--- config.mk ---
export PLATFORM = sky130hd
export DESIGN_NAME = mac_pe_dbuf
export DESIGN_NICKNAME = d
export VERILOG_FILES = /design/src/rtl/pe_pkg.sv /design/src/rtl/pe_sat_mac.sv /design/src/rtl/mac_pe_dbuf.sv
export SDC_FILE = /design/constraint.sdc
export NUM_CORES = 1
export LEC_CHECK = 0
export ABC_CLOCK_PERIOD_IN_PS = 40100
export BUFFER_PORTS_ARGS = -buffer_cell sky130_fd_sc_hd__buf_2
export CELL_PAD_IN_SITES_DETAIL_PLACEMENT = 1
export CELL_PAD_IN_SITES_GLOBAL_PLACEMENT = 2
export CORE_ASPECT_RATIO = 0.9
export CORE_UTILIZATION = 45
export CTS_BUF_LIST = sky130_fd_sc_hd__clkbuf_4 sky130_fd_sc_hd__clkbuf_8
export DETAILED_ROUTE_END_ITERATION = 10
export PLACE_DENSITY = 0.9
export SETUP_SLACK_MARGIN = 0.2
export SLEW_MARGIN = 20
export SYNTH_ARGS = -nofsm -noshare
export SYNTH_HDL_FRONTEND = slang
export SYNTH_SLANG_ARGS = --single-unit
--- constraint.sdc ---
create_clock -name clk -period 40.1 [get_ports clk]
set_input_delay 12.03 -clock clk [delete_from_list [all_inputs] [get_ports clk]]
set_output_delay 12.03 -clock clk [all_outputs]
set_load 0.02 [all_outputs]
--- src/rtl/pe_pkg.sv ---
// Shared types and the saturating adder for the mac_pe_dbuf processing element.
package pe_pkg;

  typedef enum logic {
    ModeWs = 1'b0,
    ModeOs = 1'b1
  } pe_mode_e;

  typedef enum logic [1:0] {
    StIdle,
    StAcc,
    StDrainOwn,
    StDrainFwd
  } os_state_e;

  // Widest accumulator the adder supports; callers sign-extend into this width.
  localparam int unsigned MaxAccW = 64;

  typedef logic signed [MaxAccW-1:0] wide_t;

  typedef struct packed {
    logic  ovf;
    wide_t sum;
  } sat_res_t;

  // Exact sum of two sign-extended acc_w values, checked against the acc_w signed range.
  function automatic sat_res_t sat_add(input wide_t x, input wide_t y,
                                       input int unsigned acc_w, input logic sat_en);
    wide_t    s;
    wide_t    hi;
    wide_t    lo;
    sat_res_t r;
    s     = x + y;
    hi    = (wide_t'(1) <<< (acc_w - 1)) - wide_t'(1);
    lo    = -hi - wide_t'(1);
    r.ovf = (s > hi) || (s < lo);
    r.sum = s;
    if (r.ovf && sat_en) r.sum = (s > hi) ? hi : lo;
    return r;
  endfunction

endpackage

--- src/rtl/pe_sat_mac.sv ---
// Combinational signed multiply-add with saturate or wrap, shared by WS and OS paths.
module pe_sat_mac
  import pe_pkg::*;
#(
  parameter int unsigned DATA_W = 16,
  parameter int unsigned ACC_W  = 40,
  parameter bit          SAT_EN = 1'b1
) (
  input  logic [DATA_W-1:0] a,
  input  logic [DATA_W-1:0] b,
  input  logic [ACC_W-1:0]  addend,
  output logic [ACC_W-1:0]  result,
  output logic              ovf
);

  logic signed [2*DATA_W-1:0] prod;
  sat_res_t                   res;
  logic                       unused_hi;

  always_comb begin
    prod   = $signed(a) * $signed(b);
    res    = sat_add(wide_t'(prod), wide_t'($signed(addend)), ACC_W, SAT_EN);
    result = res.sum[ACC_W-1:0];
    ovf    = res.ovf;
  end

  assign unused_hi = ^res.sum[MaxAccW-1:ACC_W];

endmodule

--- src/rtl/mac_pe_dbuf.sv ---
// Systolic PE: WS mode with double-buffered weights, OS mode with accumulate and drain chain.
module mac_pe_dbuf
  import pe_pkg::*;
#(
  parameter int unsigned DATA_W = 16,
  parameter int unsigned ACC_W  = 40,
  parameter bit          SAT_EN = 1'b1
) (
  input  logic              clk,
  input  logic              rst_n,
  input  logic              mode,
  input  logic              load_w,
  input  logic              swap_w,
  input  logic              clr_acc,
  input  logic              drain,
  input  logic [DATA_W-1:0] left_in,
  input  logic              left_vld,
  input  logic [ACC_W-1:0]  top_in,
  input  logic              top_vld,
  output logic [DATA_W-1:0] right_out,
  output logic              right_vld,
  output logic [ACC_W-1:0]  bottom_out,
  output logic              bottom_vld,
  output logic              sat_flag
);

  logic [DATA_W-1:0] a_q, w_shadow_q, w_act_q;
  logic [ACC_W-1:0]  b_q, acc_q, bottom_hold_q;
  logic              a_vld_q, b_vld_q, load_q, clr_pend_q, sat_q;
  os_state_e         state_q;

  logic              is_os, pair_vld, os_acc_en, ws_out_en, mac_ovf;
  logic [DATA_W-1:0] mac_b;
  logic [ACC_W-1:0]  mac_add, mac_res;

  assign is_os     = (mode == ModeOs);
  assign pair_vld  = a_vld_q & b_vld_q;
  assign os_acc_en = is_os & pair_vld & ((state_q == StIdle) | (state_q == StAcc));
  assign ws_out_en = ~is_os & pair_vld;
  // A clear coinciding with a valid pair makes that pair overwrite acc.
  assign mac_b     = is_os ? b_q[DATA_W-1:0] : w_act_q;
  assign mac_add   = is_os ? ((clr_pend_q | clr_acc) ? '0 : acc_q) : b_q;

  pe_sat_mac #(
    .DATA_W(DATA_W),
    .ACC_W (ACC_W),
    .SAT_EN(SAT_EN)
  ) u_sat_mac (
    .a     (a_q),
    .b     (mac_b),
    .addend(mac_add),
    .result(mac_res),
    .ovf   (mac_ovf)
  );

  assign right_out = a_q;
  assign right_vld = a_vld_q;
  assign sat_flag  = sat_q;

  always_comb begin
    bottom_out = bottom_hold_q;
    bottom_vld = 1'b0;
    if (!is_os) begin
      if (pair_vld) begin
        bottom_out = mac_res;
        bottom_vld = 1'b1;
      end else if (load_q) begin
        bottom_out = b_q;
      end
    end else if (state_q == StDrainOwn) begin
      bottom_out = acc_q;
      bottom_vld = 1'b1;
    end else begin
      bottom_out = b_q;
      bottom_vld = b_vld_q;
    end
  end

  always_ff @(posedge clk or negedge rst_n) begin
    if (!rst_n) begin
      a_q           <= '0;
      a_vld_q       <= 1'b0;
      b_q           <= '0;
      b_vld_q       <= 1'b0;
      load_q        <= 1'b0;
      bottom_hold_q <= '0;
      w_shadow_q    <= '0;
      w_act_q       <= '0;
      acc_q         <= '0;
      clr_pend_q    <= 1'b0;
      sat_q         <= 1'b0;
      state_q       <= StIdle;
    end else begin
      a_q           <= left_in;
      a_vld_q       <= left_vld;
      b_q           <= top_in;
      b_vld_q       <= top_vld;
      load_q        <= load_w;
      bottom_hold_q <= bottom_out;
      if (load_w) w_shadow_q <= top_in[DATA_W-1:0];
      if (swap_w) w_act_q <= w_shadow_q;
      if (clr_acc) begin
        sat_q      <= 1'b0;
        clr_pend_q <= 1'b1;
      end
      if ((ws_out_en | os_acc_en) & mac_ovf) sat_q <= 1'b1;
      if (os_acc_en) begin
        acc_q      <= mac_res;
        clr_pend_q <= 1'b0;
      end
      if (!is_os) begin
        if (state_q != StIdle) begin
          state_q <= StIdle;
          acc_q   <= '0;
        end
      end else begin
        unique case (state_q)
          StIdle:     if (pair_vld) state_q <= StAcc;
          StAcc:      if (drain) state_q <= StDrainOwn;
          StDrainOwn: begin
            acc_q   <= '0;
            state_q <= drain ? StDrainFwd : StIdle;
          end
          StDrainFwd: begin
            acc_q <= '0;
            if (!drain) state_q <= StIdle;
          end
          default:    state_q <= StIdle;
        endcase
      end
    end
  end

endmodule

==> impl_metrics.env <==
export IMPL_die_y_um=206.3
export IMPL_grt_pass1_vias=17785
export IMPL_finalClockSkew_ns=0.03337
export IMPL_wl_per_cell_um=22.37
export IMPL_wl_um=63700
export IMPL_layout_min_cycle_time_ns=33.80
export IMPL_final_setup_viol_count=0
export IMPL_drive_gt1_share_pct=11.43
export IMPL_min_period_over_period_pct=84.28
export IMPL_hold_buffers=0
export IMPL_yosysWarnings=0
export IMPL_place_ws_ns=6.350
export IMPL_layoutNonFillerInstCount=2848
export IMPL_hp_class="register to register"
export IMPL_arrival_ns=21.77
export IMPL_overflow=0
export IMPL_final_net_count=2744
export IMPL_hold_viol_final=0
export IMPL_synthTopCellsByCount="inv_1, fa_1, nand2_1"
export IMPL_worstSetupEndpointType="primary output"
export IMPL_worst_r2r_cell_count=22
export IMPL_crit_fanout=57
export IMPL_path_class="primary input to primary output"
export IMPL_netlist_instances=2162
export IMPL_status="complete, no violations"
export IMPL_synth_most_common_cell="inv_1"
export IMPL_netlist_area_mm2=0.02087
export IMPL_post_cts_resized=0
export IMPL_cts_root_buf="clkbuf_8"
export IMPL_grt_use_total_pct=28.30
export IMPL_routabilityCongestion=0.8818
export IMPL_diodes=0
export IMPL_cts_sinks=175
export IMPL_timing_hold_ws_ns=0.5149
export IMPL_post_cts_setup_buffers=0
export IMPL_tightestPinTransition_ns=1.161
export IMPL_synthesis_nets=2679
export IMPL_max_freq_mhz=29.59
export IMPL_grt_max_degree=95
export IMPL_clockBufferDepth=2
export IMPL_ys_flop_type="dfrtp_1"
export IMPL_max_slew_margin_pct=22.30
export IMPL_synthArstFlopShare_pct=100.0
export IMPL_cp_required_ns=28.07
export IMPL_die_area_mm2=0.04725
export IMPL_hpwl_um=51920
export IMPL_timing_final_ws_setup_ns=6.303
export IMPL_grt_pass1_wl_um=101700
export IMPL_max_cap_viol_count=0
export IMPL_syn_mean_instance_area_um2=9.655
export IMPL_vias=15759
export IMPL_cts_tree="yes"
export IMPL_io_pins=124
export IMPL_synthToLayoutAreaGrowth_pct=7.355
export IMPL_drc=0
export IMPL_rsz0062_at_grt="no"
export IMPL_synth_top_area_share_pct=32.03
export IMPL_rows=74
export IMPL_port_buffers=123
export IMPL_die_w_um=229.0
export IMPL_tns_ns=0
export IMPL_startpoint_type="primary input"
export IMPL_ys_seq_area_share_pct=20.98
export IMPL_synth_area_leaders="fa_1, dfrtp_1, inv_1, ha_1, nand2_1"
export IMPL_ys_types=75
export IMPL_drv_slew=0
export IMPL_htreeDepth=4
export IMPL_postRouteAntennaNets=0
export IMPL_viasPerCell=5.533
export IMPL_core_mm2=0.04555
export IMPL_dr_pass1_iters=5
export IMPL_drtIter0Drc=843
export IMPL_numCtsBuffers=17
export IMPL_hold_depth=1
export IMPL_start_util_pct=45.82
export IMPL_antenna_found_initial=1
export IMPL_worst_skew_pair_late_latency_ns=0.51
export IMPL_clkTransAtPathRegs_ns=0.10
export IMPL_dp_cells=2815
export IMPL_ys_seq_elements=175
export IMPL_synth_edf_count=0
export IMPL_yosysTopAreaCell="fa_1"
[final cells by class]
class	instances	area (um^2)
clock inverter	14	141.4
clock buffer	18	241.5
inverter	452	1697
timing repair buffer	145	809.5
sequential	175	4380
fill	5264	23140
tap	608	760.7
multi-input combinational	1436	14380
[routing by layer]
layer	vias up	global-route usage (%)	share of wire (%)
met1	8323	36.49	42
met2	380	49.42	50
met4	0	10.17	3.3
met5	-	0	0
li1	6967	-	-
met3	89	3.091	4.2
[placed cells by master, fill, tap and decap left out, drive strengths merged, types with 23 or more instances in the layout]
master and instances:
buf 144, o211ai 23, dfrtp 175, and2 76, fa 334, mux2i 49, mux2 53, inv 461
o21ai 98, nor2 83, nand2 194, a21oi 85, a22o 35, nor2b 48, ha 118
[stage by stage]
| stage | instance area, um^2 | utilization, % |
|---|---|---|
| 3_3_place_gp | 22000 | 48.29 |
| 2_1_floorplan | 20870 | - |
| 3_5_place_dp | 22000 | 48.29 |
| 5_1_grt | 22410 | 49.19 |
| 6_report | 22410 | 49.19 |
| 4_1_cts | 22380 | 49.13 |
[path summary, 6_finish.rpt]
path / start / end / slack (ns)
min in group asynchronous: rst_n / bottom_hold_q[36] / 11.61
max reg2reg: b_q[1] / bottom_hold_q[13] / 30.76
min: w_shadow_q[15] / w_shadow_q[15] / 0.51
max: mode / bottom_out[13] / 6.30
max in group asynchronous: rst_n / load_q / 27.26
min reg2reg: w_shadow_q[15] / w_shadow_q[15] / 0.51
[worst max-delay path: stages]
cell and delay [ns]:
buf_2 0.08, buf_4 0.57, mux2_2 0.55, nand2_1 0.19
inv_1 0.08, fa_1 0.78, fa_1 0.46, inv_1 0.38
fa_1 0.63, fa_1 0.75, inv_1 0.18, fa_1 0.51
inv_1 0.05, fa_1 0.47, inv_1 0.04, ha_1 0.34
a21oi_1 0.41, o221ai_1 0.21, a21oi_1 0.25, nand2_1 0.12
a221o_1 0.37, nor2_1 0.89, nand3_2 0.74, o211ai_1 0.40
buf_2 0.22
[state kept, by name (all words and copies together), names as in the netlist]
signal	flops
right_vld	1
clr_pend_q	1
acc_q	40
bottom_hold_q	40
w_shadow_q	16
load_q	1
state_q	2
b_vld_q	1
right_out	16
sat_flag	1
b_q	40
w_act_q	16
[cells by family after synthesis]
| family | count (synthesis) | share of synthesized area [%] |
|---|---|---|
| adder cells (fa/ha/maj) | 455 | 39.26 |
| AND/OR/NAND/NOR | 473 | 10.85 |
| buffers and inverters | 551 | 10.20 |
| AO/OA/AOI/OAI | 371 | 12.04 |
| XOR/XNOR | 35 | 1.469 |
| flip-flops | 175 | 20.98 |
| multiplexers | 102 | 5.209 |
Power is left out: the tool's default activity adds up to more than one toggle a clock period on the data nets, which glitch-free logic cannot reach.
